<file path="config.mk">
export PLATFORM = sky130hd
export DESIGN_NAME = fp32_addsub_arbiter_flat
export DESIGN_NICKNAME = d
export VERILOG_FILES = /design/src/rtl/fp32_addsub_arbiter_if.sv /design/src/rtl/fp32_addsub_arbiter.sv /design/src/flat_wrapper.sv
export SDC_FILE = /design/constraint.sdc
export NUM_CORES = 1
export LEC_CHECK = 0
export BUFFER_PORTS_ARGS = -buffer_cell sky130_fd_sc_hd__buf_2
export CORE_MARGIN = 3
export CORE_UTILIZATION = 25
export CTS_CLUSTER_SIZE = 40
export DETAILED_ROUTE_END_ITERATION = 16
export HOLD_SLACK_MARGIN = 0.1
export PLACE_DENSITY = 0.5
export REMOVE_ABC_BUFFERS = 1
export SLEW_MARGIN = 0
export SYNTH_ARGS = -nofsm -noshare
export SYNTH_HDL_FRONTEND = slang
export SYNTH_SLANG_ARGS = --single-unit
export TNS_END_PERCENT = 20
</file>
<file path="constraint.sdc">
create_clock -name clk -period 3.45 [get_ports clk]
set_clock_uncertainty 0.15 [all_clocks]
set_input_delay 0.1725 -clock clk [delete_from_list [all_inputs] [get_ports clk]]
set_output_delay 0.1725 -clock clk [all_outputs]
set_load 0.02 [all_outputs]
</file>
<file path="src/rtl/fp32_addsub_arbiter_if.sv">
// Requester/consumer bundle for fp32_addsub_arbiter: packed per-requester operation requests
// plus the tagged response stream. The master is the requester/consumer side, the slave is the arbiter.
interface fp32_addsub_arbiter_if #(
   parameter int NUM_REQ = 4,
   parameter int ID_W    = $clog2(NUM_REQ)
);
   logic [NUM_REQ-1:0]    req_valid;
   logic [NUM_REQ-1:0]    req_ready;
   logic [NUM_REQ*32-1:0] req_a;
   logic [NUM_REQ*32-1:0] req_b;
   logic [NUM_REQ-1:0]    req_cmd;
   logic                  resp_valid;
   logic                  resp_ready;
   logic [31:0]           resp_data;
   logic [ID_W-1:0]       resp_id;

   modport master (
      output req_valid, req_a, req_b, req_cmd, resp_ready,
      input  req_ready, resp_valid, resp_data, resp_id
   );
   modport slave (
      input  req_valid, req_a, req_b, req_cmd, resp_ready,
      output req_ready, resp_valid, resp_data, resp_id
   );
endinterface

</file>
<file path="src/rtl/fp32_addsub_arbiter.sv">
// Round-robin sharing of one fp32 add/sub unit among NUM_REQ requesters, with a credit-protected
// tagged response FIFO. Define FP32_ARB_OPCNT_EN to add the saturating op_count output.
module fp32_addsub_arbiter #(
   parameter int NUM_REQ    = 4,
   parameter int LATENCY    = 1,
   parameter int RESP_DEPTH = 4
) (
   input  logic                        clk,
   input  logic                        rst,
   fp32_addsub_arbiter_if.slave        bus,
   output logic [31:0]                 fpu_add1,
   output logic [31:0]                 fpu_add2,
   output logic                        fpu_command,
   input  logic [31:0]                 fpu_result,
`ifdef FP32_ARB_OPCNT_EN
   output logic [15:0]                 op_count,
`endif
   output logic                        busy
);
   localparam int ID_W  = $clog2(NUM_REQ);
   localparam int PTR_W = (RESP_DEPTH > 1) ? $clog2(RESP_DEPTH) : 1;
   localparam int CNT_W = $clog2(RESP_DEPTH + 1);

   logic [ID_W-1:0]                  rr_ptr_q, rr_ptr_d;
   logic [LATENCY-1:0]               pv_q;
   logic [LATENCY-1:0][ID_W-1:0]     pid_q;
   logic [RESP_DEPTH-1:0][31:0]      mem_q;
   logic [RESP_DEPTH-1:0][ID_W-1:0]  mid_q;
   logic [PTR_W-1:0]                 wr_ptr_q, rd_ptr_q;
   logic [CNT_W-1:0]                 cnt_q, cnt_d;
   logic [NUM_REQ-1:0][31:0]         a_arr, b_arr;
   logic [ID_W-1:0]                  gnt_id;
   logic                             gnt_found, can_issue, fire, push, pop;
   int unsigned                      occ;

   assign a_arr = bus.req_a;
   assign b_arr = bus.req_b;

   // Credits cover both in-flight ops and stored results, so the FIFO can never overflow.
   always_comb begin
      occ = 32'(cnt_q);
      for (int s = 0; s < LATENCY; s++) occ += 32'(pv_q[s]);
   end

   assign can_issue = !rst && (occ < 32'(RESP_DEPTH));
   assign busy      = (occ != 0);

   always_comb begin
      logic [ID_W-1:0] idx;
      gnt_found = 1'b0;
      gnt_id    = '0;
      idx       = '0;
      for (int k = 0; k < NUM_REQ; k++) begin
         idx = ID_W'((int'(rr_ptr_q) + k) % NUM_REQ);
         if (!gnt_found && bus.req_valid[idx]) begin
            gnt_found = 1'b1;
            gnt_id    = idx;
         end
      end
   end

   assign fire = can_issue && gnt_found;

   always_comb begin
      bus.req_ready = '0;
      if (fire) bus.req_ready[gnt_id] = 1'b1;
   end

   assign fpu_add1    = fire ? a_arr[gnt_id]       : '0;
   assign fpu_add2    = fire ? b_arr[gnt_id]       : '0;
   assign fpu_command = fire ? bus.req_cmd[gnt_id] : 1'b0;
   assign rr_ptr_d    = (gnt_id == ID_W'(NUM_REQ - 1)) ? '0 : gnt_id + 1'b1;

   assign push  = pv_q[LATENCY-1];
   assign pop   = bus.resp_valid && bus.resp_ready;
   assign cnt_d = cnt_q + CNT_W'(push) - CNT_W'(pop);

   assign bus.resp_valid = (cnt_q != '0);
   assign bus.resp_data  = bus.resp_valid ? mem_q[rd_ptr_q] : '0;
   assign bus.resp_id    = bus.resp_valid ? mid_q[rd_ptr_q] : '0;

   always_ff @(posedge clk or posedge rst) begin
      if (rst) begin
         rr_ptr_q <= '0;
         pv_q     <= '0;
         pid_q    <= '0;
         wr_ptr_q <= '0;
         rd_ptr_q <= '0;
         cnt_q    <= '0;
      end else begin
         if (fire) rr_ptr_q <= rr_ptr_d;
         pv_q[0]  <= fire;
         pid_q[0] <= gnt_id;
         for (int s = 1; s < LATENCY; s++) begin
            pv_q[s]  <= pv_q[s-1];
            pid_q[s] <= pid_q[s-1];
         end
         if (push) wr_ptr_q <= (wr_ptr_q == PTR_W'(RESP_DEPTH - 1)) ? '0 : wr_ptr_q + 1'b1;
         if (pop)  rd_ptr_q <= (rd_ptr_q == PTR_W'(RESP_DEPTH - 1)) ? '0 : rd_ptr_q + 1'b1;
         cnt_q <= cnt_d;
      end
   end

   // Storage needs no reset: the head is gated by the count.
   always_ff @(posedge clk) begin
      if (push) begin
         mem_q[wr_ptr_q] <= fpu_result;
         mid_q[wr_ptr_q] <= pid_q[LATENCY-1];
      end
   end

   always_ff @(posedge clk) begin
      if (!rst) assert (!(push && cnt_q == CNT_W'(RESP_DEPTH)));
   end

`ifdef FP32_ARB_OPCNT_EN
   logic [15:0] op_cnt_q;
   always_ff @(posedge clk or posedge rst) begin
      if (rst)                              op_cnt_q <= '0;
      else if (fire && op_cnt_q != 16'hFFFF) op_cnt_q <= op_cnt_q + 16'd1;
   end
   assign op_count = op_cnt_q;
`endif
endmodule

</file>
<file path="src/flat_wrapper.sv">
// flat-port wrapper written by rule: the top's interface ports become plain ports
module fp32_addsub_arbiter_flat 
#(
   parameter int NUM_REQ    = 4,
   parameter int LATENCY    = 1,
   parameter int RESP_DEPTH = 4
)
  (clk, rst, fpu_add1, fpu_add2, fpu_command, fpu_result, busy, bus_req_valid, bus_req_a, bus_req_b, bus_req_cmd, bus_resp_ready, bus_req_ready, bus_resp_valid, bus_resp_data, bus_resp_id);
  fp32_addsub_arbiter_if #(.NUM_REQ(NUM_REQ)) bus_i ();
  input  logic clk;
  input  logic rst;
  output logic [31:0] fpu_add1;
  output logic [31:0] fpu_add2;
  output logic fpu_command;
  input  logic [31:0] fpu_result;
  output logic busy;
  input wire logic [$bits(bus_i.req_valid)-1:0] bus_req_valid;
  input wire logic [$bits(bus_i.req_a)-1:0] bus_req_a;
  input wire logic [$bits(bus_i.req_b)-1:0] bus_req_b;
  input wire logic [$bits(bus_i.req_cmd)-1:0] bus_req_cmd;
  input wire logic [$bits(bus_i.resp_ready)-1:0] bus_resp_ready;
  output wire logic [$bits(bus_i.req_ready)-1:0] bus_req_ready;
  output wire logic [$bits(bus_i.resp_valid)-1:0] bus_resp_valid;
  output wire logic [$bits(bus_i.resp_data)-1:0] bus_resp_data;
  output wire logic [$bits(bus_i.resp_id)-1:0] bus_resp_id;
  assign bus_i.req_valid = bus_req_valid;
  assign bus_i.req_a = bus_req_a;
  assign bus_i.req_b = bus_req_b;
  assign bus_i.req_cmd = bus_req_cmd;
  assign bus_i.resp_ready = bus_resp_ready;
  assign bus_req_ready = bus_i.req_ready;
  assign bus_resp_valid = bus_i.resp_valid;
  assign bus_resp_data = bus_i.resp_data;
  assign bus_resp_id = bus_i.resp_id;
  fp32_addsub_arbiter #(.NUM_REQ(NUM_REQ), .LATENCY(LATENCY), .RESP_DEPTH(RESP_DEPTH)) u_core (.clk(clk), .rst(rst), .bus(bus_i), .fpu_add1(fpu_add1), .fpu_add2(fpu_add2), .fpu_command(fpu_command), .fpu_result(fpu_result), .busy(busy));
endmodule
</file>
==> results of run 1 <==
-- routing by layer --
layer,up-vias,GRT usage,wire length [um]
li1,2949,-,-
met1,2978,0.211,11800
met2,253,0.276,14400
met3,38,0.0399,1880
met4,10,0.0445,562
met5,-,0,57
-- worst paths after layout --
kind	end	slack (ps)	from
worst min register to register	u_core.mid_q[0]	340	u_core.pid_q[0]
worst max register to register	u_core.rr_ptr_q[1]	990	u_core.rr_ptr_q[1]
worst min-delay path	u_core.push	150	bus_req_valid[2]
max in group asynchronous	u_core.rd_ptr_q[1]	2550	rst
min in group asynchronous	u_core.rr_ptr_q[0]	220	rst
worst max-delay path	fpu_add1[6]	80	u_core.push
-- per-stage QoR --
stage	TNS [ps]	worst slack, ps	total power (uW)	utilization
global route	-169	-89.8	8790	0.372
detailed placement	0	382	6780	0.342
finish	0	77.4	8300	0.372
global placement	0	389	6760	0.342
CTS	0	33.3	8450	0.372
floorplan	-197860	-2930	5420	-
-- report_power, final --
| part | internal [uW] | switching [uW] | total (uW) | leakage (uW) |
|---|---|---|---|---|
| logic | 1800 | 2370 | 4170 | 0.00335 |
| registers | 2300 | 229 | 2530 | 0.00138 |
| clock network | 909 | 690 | 1600 | 0.000247 |
| total | 5010 | 3290 | 8300 | 0.00498 |
-- cell usage in the layout (no fill, tap or decap), types with 3 or more instances in the layout --
cell	netlist	layout
nand2_1	5	4
mux2i_1	131	131
a21oi_1	3	3
o21ai_0	3	3
mux4_2	34	34
dfrtp_1	12	10
clkinv_2	0	5
and2_2	0	4
dlygate4sd3_1	0	37
buf_4	0	23
clkbuf_16	0	17
buf_2	19	403
o22ai_2	0	4
ha_1	14	14
and2_1	42	38
clkinvlp_4	0	4
o22ai_1	65	61
inv_1	12	12
edfxtp_1	136	136
buf_12	0	3
-- state kept, by name, indices dropped and copies added (netlist names) --
signal and count:
u_core.mid_q 8, u_core.wr_ptr_q 2, u_core.mem_q 128, u_core.push 1
u_core.rd_ptr_q 2, u_core.pid_q 2, u_core.rr_ptr_q 2, u_core.cnt_q 3
-- area by class of cell --
class	instances	area [um2]	area share
antenna	2	5.00	0.000445
clock buffer	18	429	0.0382
clock inverter	14	88.8	0.00790
inverter	13	48.8	0.00434
multi-input combinational	316	3170	0.282
sequential	148	4390	0.390
tap	390	488	0.0434
timing repair buffer	466	2620	0.233
-- cells by family (layout without fill, tap and decap cells) --
kind of cell    Yosys count  after routing  share of synthesized area
mux                     167            167                      0.270
compound gates           74             74                     0.0593
simple gates             58             58                     0.0460
other cells               0              2                          0
flops                   148            148                      0.564
fa+ha+maj                15             15                     0.0251
xor+xnor                  2              2                    0.00225
buf+inv                  54            511                     0.0339
-- timing repair --
item	in CTS	in global routing
hold buffers	37	0
pin swaps	0	0
hold endpoints to repair	144	0
setup endpoints to repair	2	5
setup buffers	0	0
resized for setup	3	1
-- critical path, delay by kind of cell, from the launching register on --
family | cells | cell delay (ps)
AOI/OAI and AO/OA | 1 | 490
xor gates and xnor gates | 1 | 150
adders and majority gates | 2 | 450
buffers and inverters | 1 | 250
DFF | 1 | 470
and+or+nand+nor | 2 | 770
==> results.json, run 1 <==
{
  "worstSetupPathType": "flop to output pin",
  "cp-start-kind": "flop",
  "cp_cell_sequence": "ha_1 -> ha_1 -> xnor2_1 -> nand2_1 -> or3_4 -> o22ai_2 -> buf_2",
  "synthFlopType": "edfxtp_1",
  "layoutNonFillerInstCount": 1367,
  "worstMarginPinSlew_ps": 973,
  "cts_buffer_depth": 2,
  "detail_route.wl_per_cell_um": 20.9,
  "fmax_ghz": 0.297,
  "place_inst": 1296,
  "synth.top_cells.by_area": "edfxtp_1 (52%), mux2i_1 (17%), mux4_2 (9.8%)",
  "peakVddDrop_v": 0.000321,
  "ios": 404,
  "min_period_ps": 3370,
  "ys_types": 31,
  "grt_overflow": 0,
  "grt_max_degree": 67,
  "crit_slowest_cell": "or3_4",
  "drv_slew": 0,
  "drc": 0,
  "outcome": "finished, final reports clean",
  "cts_tree": "done",
  "rr_worst_depth": 6,
  "start_util": 0.258,
  "drtAntennaViolNets": 0,
  "place_congestion": 0.918,
  "postSynthCellCount": 518,
  "post_drt_via_cell_ratio": 4.56,
  "synth_common_cells": "edfxtp_1 (136), mux2i_1 (131), o22ai_1 (65)",
  "synth_most_common_cell": "edfxtp_1",
  "slew_headroom": 0.351,
  "async_reset_ff_frac": 0.0811,
  "crit_path_frequent_cell": "ha_1",
  "grt_pass1_wl_um": 40600,
  "design.core.area_um2": 30200,
  "powerDensity_nw_per_um2": 739,
  "hold_path_class": "primary input to flop",
  "grt_pass1_vias": 6405,
  "numCtsBuffers": 17,
  "syn_to_final_growth_pct": 44.5,
  "synth-seq-cells": 148,
  "root_buffer": "clkbuf_16",
  "io_buffer_count": 403,
  "postPlaceCellArea_um2": 10300,
  "required_ps": 3130,
  "vias": 6228,
  "synth_top_area_cell": "edfxtp_1",
  "drt_first_pass_iters": 4,
  "dp_hpwl_um": 22200,
  "clk_latency_ps": 420,
  "die_y_um": 182,
  "synth_area_um2": 7780,
  "synth_top_area_frac": 0.525,
  "drt_iter0_markers": 312,
  "antenna_found_initial": 10,
  "syn_area_per_cell_um2": 15.0,
  "track_usage": 0.164,
  "synth_seq_area_share": 0.564,
  "finalWirelength_um": 28600,
  "cp_max_fo": 66,
  "setup-violations-final": 0,
  "die_area_um2": 33300,
  "p_leak_uw": 0.00498,
  "drive_gt1_frac": 0.523,
  "whs_path_depth": 4,
  "fin_crit_sh": 0.978,
  "holdWs_ps": 154,
  "clock-sinks": 148,
  "synth_edf_count": 136,
  "slowest_delay_ps": 650,
  "crit_path_end_kind": "output pin",
  "cp_data_arrival_time_ps": 3050,
  "chipWidth_um": 182,
  "path_clk_slew_ps": 60,
  "hold_viol_final": 0,
  "finalInstanceArea_um2": 11200,
  "cap_violations": 0,
  "h-tree-depth": 4,
  "layout.nets": 1276,
  "nFillCells": 3004,
  "ys.warnings.count": 0,
  "rows": 63,
  "rsz0062_at_grt": "yes"
}
Note: power is estimated with default switching activity, not from simulation.
==> inputs of run 2 (changes only) <==
Settings changed: CAP_MARGIN set to 20, PLACE_DENSITY 0.5 to unset.
==> results.json, run 2 (synthesized netlist as in run 1, its figures left out) <==
{
  "worstMarginPinSlew_ps": 1000,
  "clkPwrFrac": 0.212,
  "postPlaceCellArea_um2": 10200,
  "rsz0062_at_grt": "no",
  "layout_common_cells": "buf_2 (403), edfxtp_1 (136), mux2i_1 (131), o22ai_1 (61)",
  "postCtsSetupBuffers": 0,
  "outcome": "finished, final reports clean",
  "grt_overflow": 0,
  "dp_hpwl_um": 19700,
  "cap_violations": 0,
  "largest_reg_flops": 128,
  "crit_path_end_kind": "output pin",
  "detail_route.wl_per_cell_um": 19.0,
  "crit_start": "u_core.push",
  "slew_headroom": 0.330,
  "fmax_ghz": 0.308,
  "post_drt_via_cell_ratio": 4.57,
  "critical_path_buf_inv_count": 1,
  "setup-violations-final": 0,
  "hp-start": "bus_req_valid[2]",
  "crit_family": "simple AND/OR/NAND/NOR gates",
  "cp_data_arrival_time_ps": 2930,
  "die_area_um2": 33300,
  "cp-start-kind": "flop",
  "finalInstanceArea_um2": 11200,
  "antenna_found_initial": 3,
  "design.core.area_um2": 30200,
  "finalPower_uw": 8400,
  "hold_path_class": "primary input to flop",
  "fin_crit_sh": 0.942,
  "crit_path_frequent_cell": "ha_1",
  "rr_startpoint": "u_core.cnt_q[2]",
  "reg_top3": "u_core.mem_q (128), u_core.mid_q (8), u_core.cnt_q (3)",
  "finalWirelength_um": 25800,
  "cp_cell_sequence": "ha_1 -> ha_1 -> xnor2_1 -> nand2_1 -> or3_4 -> o22ai_1 -> buf_2",
  "pwr-share-seq": 0.302,
  "rows": 63,
  "crit_slowest_cell": "or3_4",
  "numCtsBuffers": 17,
  "grt_pass1_wl_um": 37800,
  "required_ps": 3130,
  "final_common_cell": "buf_2",
  "grt_pass1_vias": 6562,
  "path_clk_slew_ps": 60,
  "layout.nets": 1266,
  "grt_max_degree": 67,
  "cts_buffer_depth": 2,
  "switching_power_uw": 3280,
  "drv_slew": 0,
  "drt_first_pass_iters": 5,
  "cts_tree": "done",
  "regMostFlops": "u_core.mem_q",
  "syn_to_final_growth_pct": 44.3,
  "ios": 404,
  "root_buffer": "clkbuf_16",
  "drc": 0,
  "slowest_delay_ps": 610,
  "intPower_uw": 5130,
  "cp_max_fo": 66,
  "place_congestion": 0.962,
  "hold_viol_final": 0,
  "peakVddDrop_v": 0.000328,
  "combPwrFrac": 0.485,
  "worstSetupPathType": "flop to output pin",
  "swShare": 0.390,
  "powerDensity_nw_per_um2": 749,
  "vias": 6198,
  "die_y_um": 182,
  "io_buffer_count": 403,
  "drive_gt1_frac": 0.517,
  "h-tree-depth": 4,
  "clk_latency_ps": 410,
  "min_period_ps": 3250,
  "p_leak_uw": 0.00496,
  "track_usage": 0.148,
  "drt_iter0_markers": 326,
  "start_util": 0.258,
  "chipWidth_um": 182,
  "drtAntennaViolNets": 0,
  "clock-sinks": 148
}
[run 2: cell type report]
| type | count | area, um2 |
|---|---|---|
| tap | 390 | 488 |
| sequential | 148 | 4390 |
| fill | 2962 | 19000 |
| clock inverter | 15 | 155 |
| clock buffer | 17 | 425 |
| inverter | 13 | 48.8 |
| multi-input combinational | 316 | 3180 |
| timing repair buffer | 456 | 2540 |
| antenna | 1 | 2.50 |
[run 2: what timing repair did]
item / CTS / global route
hold buffers: 38 / 0
endpoints found under the setup margin: 2 / 21
resized for setup: 2 / 5
hold endpoints to repair: 145 / 0
[run 2: path summary, 6_finish.rpt]
path	cells past startpoint	slack [ps]	to
max reg2reg	9	910	u_core.cnt_q[2]
min	5	190	u_core.rr_ptr_q[0]
min in group asynchronous	3	240	u_core.rr_ptr_q[1]
max in group asynchronous	3	2550	u_core.rd_ptr_q[0]
max	7	200	fpu_add1[19]
min reg2reg	0	370	u_core.mid_q[3]
[run 2: tightest hold or removal path, delay by kind of cell]
kind                   cells  cell delay (ps)
buffers and inverters      2              280
and+or+nand+nor            2              160
AOI/OAI and AO/OA          1              110
[run 2: routing by layer]
| layer | vias to the layer above | track usage | routed length [um] | part of all wire |
|---|---|---|---|---|
| li1 | 2924 | - | - | - |
| met1 | 2988 | 0.170 | 9750 | 0.38 |
| met2 | 255 | 0.277 | 13900 | 0.54 |
| met3 | 29 | 0.0301 | 1640 | 0.063 |
| met4 | 2 | 0.0396 | 471 | 0.018 |
| met5 | - | 0 | 13 | 0.00050 |
[run 2: metrics by stage]
step	instances	setup slack (ps)	hold slack (ps)	TNS, ps	utilization
2_1_floorplan	477	-2930	-113	-197860	-
3_3_place_gp	1285	434	101	0	0.339
3_5_place_dp	1285	413	102	0	0.339
4_1_cts	1355	11.5	167	0	0.371
5_1_grt	1356	4.91	253	0	0.372
6_report	1356	199	194	0	0.372
[run 2: power by group through the flow]
stage / logic (uW) / clock network, uW / registers (uW)
after global routing: 4400 / 1890 / 2580
after CTS: 4150 / 1820 / 2550
after detailed placement: 4090 / 0 / 2580
final: 4080 / 1780 / 2540
after floorplan: 2870 / 0 / 2550
after global placement: 4070 / 0 / 2570
